<file path="src/rtl/i2c_pkg.sv">
// i2c_pkg: command encodings shared by the I2C byte-level master and the
// blocks that drive its cmd/stb/ready interface.
package i2c_pkg;

  typedef enum logic [1:0] {
    CMD_START = 2'b00,
    CMD_STOP  = 2'b01,
    CMD_WRITE = 2'b10,
    CMD_READ  = 2'b11
  } i2c_cmd_e;

endpackage

</file>
<file path="src/rtl/i2c_reg_xfer.sv">
// i2c_reg_xfer: expands one register read/write request into the
// START/WRITE/READ/STOP primitive sequence of the I2C byte master and folds
// the per-step ACK, read data and timeout status into one response pulse.
//
// Ports:
//   clk, rst_n                 clock, synchronous active-low reset
//   req_valid/req_ready        request handshake
//   req_rw/dev/reg/wdata       request fields (latched on acceptance)
//   rsp_valid                  one-cycle response pulse
//   rsp_rdata/nak/err          response fields, held until the next response
//   mst_cmd/data/ack/stb       command interface toward the master
//   mst_ready/rdata/ack_out/err status from the master
module i2c_reg_xfer
  import i2c_pkg::*;
#(
  parameter bit RESTART = 1'b1
) (
  input  logic       clk,
  input  logic       rst_n,
  input  logic       req_valid,
  output logic       req_ready,
  input  logic       req_rw,
  input  logic [6:0] req_dev,
  input  logic [7:0] req_reg,
  input  logic [7:0] req_wdata,
  output logic       rsp_valid,
  output logic [7:0] rsp_rdata,
  output logic       rsp_nak,
  output logic       rsp_err,
  output logic [1:0] mst_cmd,
  output logic [7:0] mst_data,
  output logic       mst_ack,
  output logic       mst_stb,
  input  logic       mst_ready,
  input  logic [7:0] mst_rdata,
  input  logic       mst_ack_out,
  input  logic       mst_err
);

  typedef enum logic [2:0] {
    ST_IDLE,
    ST_ISSUE,
    ST_GUARD,
    ST_WAIT,
    ST_RESP
  } state_e;

  state_e     state_q, state_d;
  logic [2:0] step_q;
  logic       rw_q;
  logic [6:0] dev_q;
  logic [7:0] reg_q;
  logic [7:0] wdata_q;
  logic [7:0] rdata_q;
  logic       nak_q;
  logic       err_q;

  // Index of the closing STOP; every abort jumps straight to it.
  function automatic logic [2:0] last_step(input logic rw);
    if (!rw)          return 3'd4;
    else if (RESTART) return 3'd6;
    else              return 3'd7;
  endfunction

  // Step index -> {cmd, data}. START/STOP/READ carry a zero data byte.
  function automatic logic [9:0] step_map(input logic [2:0] step, input logic rw,
                                          input logic [6:0] dev, input logic [7:0] regaddr,
                                          input logic [7:0] wdata);
    logic [1:0] cmd;
    logic [7:0] data;
    cmd  = CMD_STOP;
    data = 8'h00;
    case (step)
      3'd0: cmd = CMD_START;
      3'd1: begin cmd = CMD_WRITE; data = {dev, 1'b0}; end
      3'd2: begin cmd = CMD_WRITE; data = regaddr; end
      default: begin
        if (!rw) begin
          if (step == 3'd3) begin cmd = CMD_WRITE; data = wdata; end
        end else if (RESTART) begin
          // Repeated START directly after the register byte.
          case (step)
            3'd3:    cmd = CMD_START;
            3'd4:    begin cmd = CMD_WRITE; data = {dev, 1'b1}; end
            3'd5:    cmd = CMD_READ;
            default: cmd = CMD_STOP;
          endcase
        end else begin
          // STOP at step 3 closes the write phase before a fresh START.
          case (step)
            3'd4:    cmd = CMD_START;
            3'd5:    begin cmd = CMD_WRITE; data = {dev, 1'b1}; end
            3'd6:    cmd = CMD_READ;
            default: cmd = CMD_STOP;
          endcase
        end
      end
    endcase
    return {cmd, data};
  endfunction

  logic       accept;
  logic       wait_done;
  logic       at_last;
  logic       abort;
  logic [2:0] step_nxt;

  assign accept    = (state_q == ST_IDLE) && req_valid;
  assign wait_done = (state_q == ST_WAIT) && mst_ready;
  assign at_last   = (step_q == last_step(rw_q));
  assign abort     = mst_err || ((mst_cmd == CMD_WRITE) && mst_ack_out);
  assign step_nxt  = abort ? last_step(rw_q) : step_q + 3'd1;

  // State register
  always_ff @(posedge clk) begin
    if (!rst_n) state_q <= ST_IDLE;
    else        state_q <= state_d;
  end

  // Next-state logic
  always_comb begin
    state_d = state_q;
    case (state_q)
      ST_IDLE:  if (req_valid) state_d = ST_ISSUE;
      ST_ISSUE: if (mst_ready) state_d = ST_GUARD;
      // The master drops ready only the cycle after stb, so skip one cycle.
      ST_GUARD: state_d = ST_WAIT;
      ST_WAIT:  if (mst_ready) state_d = at_last ? ST_RESP : ST_ISSUE;
      ST_RESP:  state_d = ST_IDLE;
      default:  state_d = ST_IDLE;
    endcase
  end

  // Outputs
  always_comb begin
    req_ready = (state_q == ST_IDLE);
    mst_stb   = (state_q == ST_ISSUE) && mst_ready;
    rsp_valid = (state_q == ST_RESP);
  end

  // Request latch, step sequencing, status collection
  always_ff @(posedge clk) begin
    if (!rst_n) begin
      step_q    <= 3'd0;
      rw_q      <= 1'b0;
      dev_q     <= 7'h00;
      reg_q     <= 8'h00;
      wdata_q   <= 8'h00;
      rdata_q   <= 8'h00;
      nak_q     <= 1'b0;
      err_q     <= 1'b0;
      rsp_rdata <= 8'h00;
      rsp_nak   <= 1'b0;
      rsp_err   <= 1'b0;
      mst_cmd   <= CMD_STOP;
      mst_data  <= 8'h00;
      mst_ack   <= 1'b1;
    end else begin
      mst_ack <= 1'b1;
      if (accept) begin
        rw_q               <= req_rw;
        dev_q              <= req_dev;
        reg_q              <= req_reg;
        wdata_q            <= req_wdata;
        step_q             <= 3'd0;
        rdata_q            <= 8'h00;
        nak_q              <= 1'b0;
        err_q              <= 1'b0;
        {mst_cmd, mst_data} <= step_map(3'd0, req_rw, req_dev, req_reg, req_wdata);
      end
      if (wait_done) begin
        if (mst_err)                                    err_q   <= 1'b1;
        else if ((mst_cmd == CMD_WRITE) && mst_ack_out) nak_q   <= 1'b1;
        else if (mst_cmd == CMD_READ)                   rdata_q <= mst_rdata;
        if (at_last) begin
          rsp_rdata <= rdata_q;
          rsp_nak   <= nak_q;
          rsp_err   <= err_q | mst_err;
        end else begin
          step_q              <= step_nxt;
          {mst_cmd, mst_data} <= step_map(step_nxt, rw_q, dev_q, reg_q, wdata_q);
        end
      end
    end
  end

endmodule

</file>
<file path="config.mk">
export PLATFORM = sky130hd
export DESIGN_NAME = i2c_reg_xfer
export DESIGN_NICKNAME = d
export VERILOG_FILES = /design/src/rtl/i2c_pkg.sv /design/src/rtl/i2c_reg_xfer.sv
export SDC_FILE = /design/constraint.sdc
export NUM_CORES = 1
export LEC_CHECK = 0
export CORE_MARGIN = 8
export CORE_UTILIZATION = 45
export DETAILED_ROUTE_END_ITERATION = 7
export GPL_TIMING_DRIVEN = 0
export PLACE_DENSITY = 0.76
export SLEW_MARGIN = 20
export SYNTH_ARGS = -nofsm -noshare
export SYNTH_HDL_FRONTEND = slang
export SYNTH_SLANG_ARGS = --single-unit
</file>
<file path="constraint.sdc">
create_clock -name clk -period 3.2 [get_ports clk]
set_input_delay 0.96 -clock clk [delete_from_list [all_inputs] [get_ports clk]]
set_output_delay 0.96 -clock clk [all_outputs]
set_load 0.01 [all_outputs]
</file>
==> flow_summary_export.csv, run 1 <==
group,metric,value,unit
detailed_routing,dr.pass1.iters,5,
timing,hold_viol_final,0,
global_routing,track_usage,16.9,%
timing,hold_ws,0.458,ns
timing,fin_skew,0.00912,ns
yosys,syn_area,0.00275,mm^2
timing,setup_violations,0,
die,core,0.00592,mm^2
layout,drive_gt1_share,8.78,%
detailed_routing,routed_wl,7.32,mm
yosys,syn_nets,374,
global_routing,antenna_found_initial,0,
setup_path,cp-start-kind,"primary input",
global_routing,grt_pass1_vias,2496,
global_routing,grt_pass1_wl,11.8,mm
cts,clk_pin_slew,0.07,ns
yosys,ys_warn_count,0,
die,io_pins,62,
detailed_routing,final_antenna_net_count,0,
timing,tns,0,ns
die,die_w,94.1,um
global_routing,grt_max_degree,12,
yosys,synthCells,335,
yosys,synthArstFlopShare,0,%
die,row_count,28,
layout,fillers,533,
layout,design_area,0.00368,mm^2
placement,dp.cells,469,
setup_path,crit_fanout,4,
layout,final_nets,444,
die,die_area,0.00886,mm^2
detailed_routing,drt_iter0_drc,255,
timing,rsz0062_at_grt,"no",
detailed_routing,drc_errors,0,
placement,portBuffers,59,
cts,htreeDepth,3,
yosys,synth_edf_count,0,
detailed_routing,via_per_inst,5.55,
yosys,synth_top_area_share,43.7,%
cts,clockBufferDepth,2,
job,max_cap_viol_count,0,
yosys,avgSynthCellArea,8.20,um^2
pwr,peakVddDrop,344,uV
layout,syn2layout_area_growth,33.9,%
placement,hpwl,5.29,mm
worst_hold_path,worstHoldPathType,"flip-flop to flip-flop",
cts,cts_setup_buffers,0,
cts,insertion_delay,0.35,ns
timing,fin_crit,2.96,ns
yosys,synth_ff_type,"dfxtp_1",
layout,final_core_util,62.1,%
yosys,yosys-top-cells-area,"dfxtp_1, nand2_1, a21oi_1",
detailed_routing,vias,2692,
pwr,p_leak,1.27,nW
timing,fmax,338,MHz
pwr,powerDensity,501,mW/mm^2
layout,final_cell_mix,"dfxtp_1, nand2_1, clkdlybuf4s50_1, a21oi_1, o21ai_0",
yosys,synth_cell_type_count,47,
die,start_util,46.4,%
layout,stdcell_count,485,
setup_path,rrSetupSlack,1.02,ns
cts,cts_root_buffer,"clkbuf_8",
setup_path,cp.arrival,2.00,ns
setup_path,crit_required,2.24,ns
detailed_routing,routedWlPerCell,15.1,um
setup_path,endpoint_kind,"output pin",
yosys,ys_seq_elements,60,
timing,worst_pin_slew,1.01,ns
setup_path,crit_type,"primary input to output pin",
layout,layout_commonest_cell,"dfxtp_1",
global_routing,gr-total-overflow,0,
die,die_h,94.1,um
timing,maxSlewViolCount,0,
timing,slew_headroom,32.0,%
cts,clock_sink_count,60,
cts,numCtsBuffers,9,
placement,placed_area,0.00343,mm^2
timing,fin_crit_sh,92.5,%
cts,cts_tree,"yes",
layout,antenna_cells,0,
placement,gp_congestion,0.912,
yosys,synth_seq_area_share,43.7,%
status,outcome,"finished clean",
yosys,synth_top_area_cell,"dfxtp_1",
## stage by stage
step | power (mW) | worst slack [ns]
global placement | 1.00 | -0.0537
global route | 1.91 | 0.167
floorplan | 0.916 | 0.947
finish | 1.84 | 0.240
CTS | 1.85 | 0.219
detailed placement | 1.01 | -0.0665
## critical path, stage by stage
cell             delay [ns]
clkdlybuf4s50_1        0.52
nand2_1                0.10
nor3_1                 0.13
dlygate4sd2_1          0.29
## cell families after synthesis
| group | count (synthesis) | share of synthesized area [%] |
|---|---|---|
| buffers and inverters | 35 | 6.15 |
| multiplexers | 10 | 3.69 |
| adder cells (fa/ha/maj) | 1 | 0.456 |
| XOR/XNOR | 4 | 1.82 |
| AO/OA/AOI/OAI | 103 | 23.1 |
| other | 1 | 0.137 |
| flip-flops | 60 | 43.7 |
| AND/OR/NAND/NOR | 121 | 20.9 |
## registers in the layout (all words and copies together) (netlist names), 2 cells and up
| signal | count |
|---|---|
| wdata_q | 8 |
| step_q | 3 |
| reg_q | 8 |
| dev_q | 7 |
| mst_data | 8 |
| state_q | 3 |
| mst_cmd | 2 |
| rdata_q | 8 |
| rsp_rdata | 8 |
## layout make-up
| cell class | count | area (um^2) | area share [%] |
|---|---|---|---|
| Clock inverter | 6 | 111 | 3.03 |
| Clock buffer | 10 | 138 | 3.74 |
| Inverter | 9 | 33.8 | 0.918 |
| Tap cell | 75 | 93.8 | 2.55 |
| Sequential cell | 60 | 1200 | 32.7 |
| Timing Repair Buffer | 59 | 589 | 16.0 |
| Buffer | 26 | 135 | 3.67 |
| Multi-Input combinational cell | 240 | 1380 | 37.4 |
## synthesized netlist by cell type (all sizes together), types with 2 or more instances
cell	number
a311oi	8
a211oi	3
a21oi	39
nor3b	2
nand3	13
nor4	2
nand4	2
o211ai	7
and2	9
clkbuf	15
nor3	6
and4b	2
o21a	2
buf	11
nand2	58
o41ai	2
dfxtp	60
inv	9
o21ai	25
a31oi	7
nor2	16
xor2	3
mux2i	9
nand2b	4
a21o	7
nor2b	2
## power breakdown
group / leakage (nW) / internal, mW / switching, mW / total (mW)
Sequential: 0.487 / 0.774 / 0.0195 / 0.794
Clock: 0.122 / 0.538 / 0.311 / 0.849
Combinational: 0.665 / 0.0945 / 0.105 / 0.199
## metal layers
metal  global-route usage (%)  wire (um)  vias up
li1                         -          -     1318
met1                     21.8       3300     1254
met2                     25.8       3320      108
met3                     4.00        545       12
met4                     8.45        155        0
met5                        0          0        -
## repair_timing
item,CTS,global route
gates resized for setup,1,0
setup endpoints to repair,1,0
hold buffers,0,0
## final timing paths
check	startpoint	to	cells after the start
setup / recovery	mst_ready	mst_stb	4
hold / removal	wdata_q[7]$_SDFFE_PN0P_	wdata_q[7]$_SDFFE_PN0P_	2
setup reg to reg	step_q[0]$_SDFF_PN0_	mst_data[1]$_SDFF_PN0_	5
hold reg to reg	wdata_q[7]$_SDFFE_PN0P_	wdata_q[7]$_SDFFE_PN0P_	2
Note: power is estimated with default switching activity, not from simulation.
==> run 2: changes to the inputs <==
--- a/config.mk
+++ b/config.mk
@@ -10,6 +10,7 @@
 export DETAILED_ROUTE_END_ITERATION = 7
 export GPL_TIMING_DRIVEN = 0
 export PLACE_DENSITY = 0.76
+export RECOVER_POWER = 50
 export SLEW_MARGIN = 20
 export SYNTH_ARGS = -nofsm -noshare
 export SYNTH_HDL_FRONTEND = slang
==> run 2 against run 1 <==
Combinational power is 4% lower; largest power group unchanged; critical endpoint unchanged; final area decreased by 0.48%; count of clock-buffer cells in the layout is the same.
==> flow_summary_export.csv, run 2 (synthesis gave the netlist of run 1 again) <==
group,metric,value,unit
layout,final_core_util,61.8,%
worst_hold_path,min_path_cells,2,
setup_path,crit_required,2.24,ns
die,core,0.00592,mm^2
die,row_count,28,
pwr,peakVddDrop,344,uV
cts,htreeDepth,3,
setup_path,crit_fanout,4,
cts,insertion_delay,0.35,ns
placement,hpwl,5.29,mm
die,die_h,94.1,um
setup_path,r2r-start,"state_q[0]$_SDFFE_PN0P_",
setup_path,reg2reg_to,"mst_data[0]$_SDFF_PN0_",
timing,worst_pin_slew,0.945,ns
layout,antenna_cells,0,
cts,clock_sink_count,60,
die,start_util,46.4,%
layout,ff_latch_area,0.00120,mm^2
cts,holdBufCountCts,0,
pwr,p_leak,1.33,nW
setup_path,cp-start-kind,"primary input",
setup_path,endpoint_kind,"output pin",
setup_path,r2r_cells,6,
detailed_routing,via_per_inst,5.46,
layout,layout_commonest_cell,"dfxtp_1",
worst_hold_path,min_from,"wdata_q[7]$_SDFFE_PN0P_",
job,max_cap_viol_count,0,
timing,rsz0062_at_grt,"no",
die,die_w,94.1,um
detailed_routing,vias,2649,
detailed_routing,routedWlPerCell,15.0,um
placement,placed_area,0.00343,mm^2
timing,fin_crit,3.03,ns
detailed_routing,dr.pass1.iters,5,
placement,pre_cts_ws,-0.0665,ns
global_routing,track_usage,16.9,%
global_routing,antenna_found_initial,0,
die,io_pins,62,
detailed_routing,routed_wl,7.27,mm
pwr,powerDensity,500,mW/mm^2
global_routing,grt_pass1_vias,2496,
placement,gp_congestion,0.912,
worst_hold_path,worstHoldPathType,"flip-flop to flip-flop",
placement,portBuffers,59,
layout,final_cell_mix,"dfxtp_1, nand2_1, a21oi_1, clkdlybuf4s50_1, o21ai_0",
setup_path,crit_path_max_incr_delay,0.59,ns
cts,clk_pin_slew,0.07,ns
timing,hold_viol_final,0,
detailed_routing,final_antenna_net_count,0,
setup_path,cp.arrival,2.07,ns
timing,maxSlewViolCount,0,
worst_hold_path,hold_end,"wdata_q[7]$_SDFFE_PN0P_",
setup_path,crit_type,"primary input to output pin",
layout,final_nets,444,
detailed_routing,drc_errors,0,
cts,cts_setup_buffers,0,
timing,slew_headroom,36.5,%
layout,multi_input_area,0.00138,mm^2
layout,syn2layout_area_growth,33.3,%
status,outcome,"finished clean",
setup_path,rrSetupSlack,0.94,ns
cts,numCtsBuffers,9,
layout,fillers,535,
cts,cts_tree,"yes",
setup_path,slowest_stage,"dlygate4sd3_1",
layout,design_area,0.00366,mm^2
cts,clockBufferDepth,2,
timing,fin_skew,0.00836,ns
global_routing,gr-total-overflow,0,
timing,setup_slack,0.166,ns
global_routing,grt_max_degree,12,
global_routing,grt_pass1_wl,11.8,mm
detailed_routing,drt_iter0_drc,270,
timing,fmax,330,MHz
die,die_area,0.00886,mm^2
timing,fin_crit_sh,94.8,%
cts,cts_root_buffer,"clkbuf_8",
setup_path,crit_chain,"dlygate4sd3_1, nand2_1, nor3_1, dlygate4sd2_1",
timing,setup_violations,0,
layout,drive_gt1_share,7.80,%
## run 2: cell count changes in the layout (fill, tap and decap cells not counted), sizes merged
cell	change
clkbuf	+3
buf	-3
dlygate4sd3	+22
clkdlybuf4s50	-22
## run 2: metrics by stage
stage / total power, mW / TNS (ns) / hold WS, ns / std cells
2_1_floorplan: 0.916 / 0 / 0.432 / 335
3_3_place_gp: 1.00 / -0.0537 / 0.443 / 469
3_5_place_dp: 1.01 / -0.0665 / 0.448 / 469
4_1_cts: 1.85 / 0 / 0.457 / 485
5_1_grt: 1.91 / 0 / 0.476 / 485
6_report: 1.83 / 0 / 0.457 / 485
## run 2: how the worst max path moves through the flow
| stage | startpoint | end | slack, ns | depth (start not counted) |
|---|---|---|---|---|
| global route | mst_ready | mst_stb | 0.09 | 4 |
| global placement | mst_ready | mst_stb | -0.05 | 4 |
| detailed placement | mst_ready | mst_stb | -0.07 | 4 |
| CTS | mst_ready | mst_stb | 0.22 | 4 |
| finish | mst_ready | mst_stb | 0.17 | 4 |
| floorplan | mst_ready | mst_stb | 0.95 | 2 |
## run 2: cell type report
class	instances	area share, %
clock inverters	6	3.04
clock buffers	10	3.76
well taps	75	2.56
inverters	9	0.923
flip-flops and latches	60	32.8
multi-input cells	240	37.6
repair buffers	59	16.1
plain buffers	26	3.21
## run 2: what timing repair did
action	in CTS	in global routing
gates resized for setup	1	0
setup endpoints to repair	1	0
hold endpoints to repair	0	0
## run 2: metal layers
metal | global-route usage, % | share of wire [%]
met1 | 21.8 | 45
met2 | 25.8 | 46
met3 | 4.00 | 6.9
met4 | 8.45 | 2.0
met5 | 0 | 0
## run 2: report_power, final
part	total, mW	switching (mW)	leakage [nW]	internal, mW
Sequential	0.794	0.0195	0.487	0.774
Combinational	0.191	0.103	0.716	0.0883
Clock	0.847	0.309	0.122	0.538
## run 2: worst max-delay path: cells and delay by family
kind,cells,cell delay (ns)
buffers and inverters,2,0.88
and+or+nand+nor,2,0.23
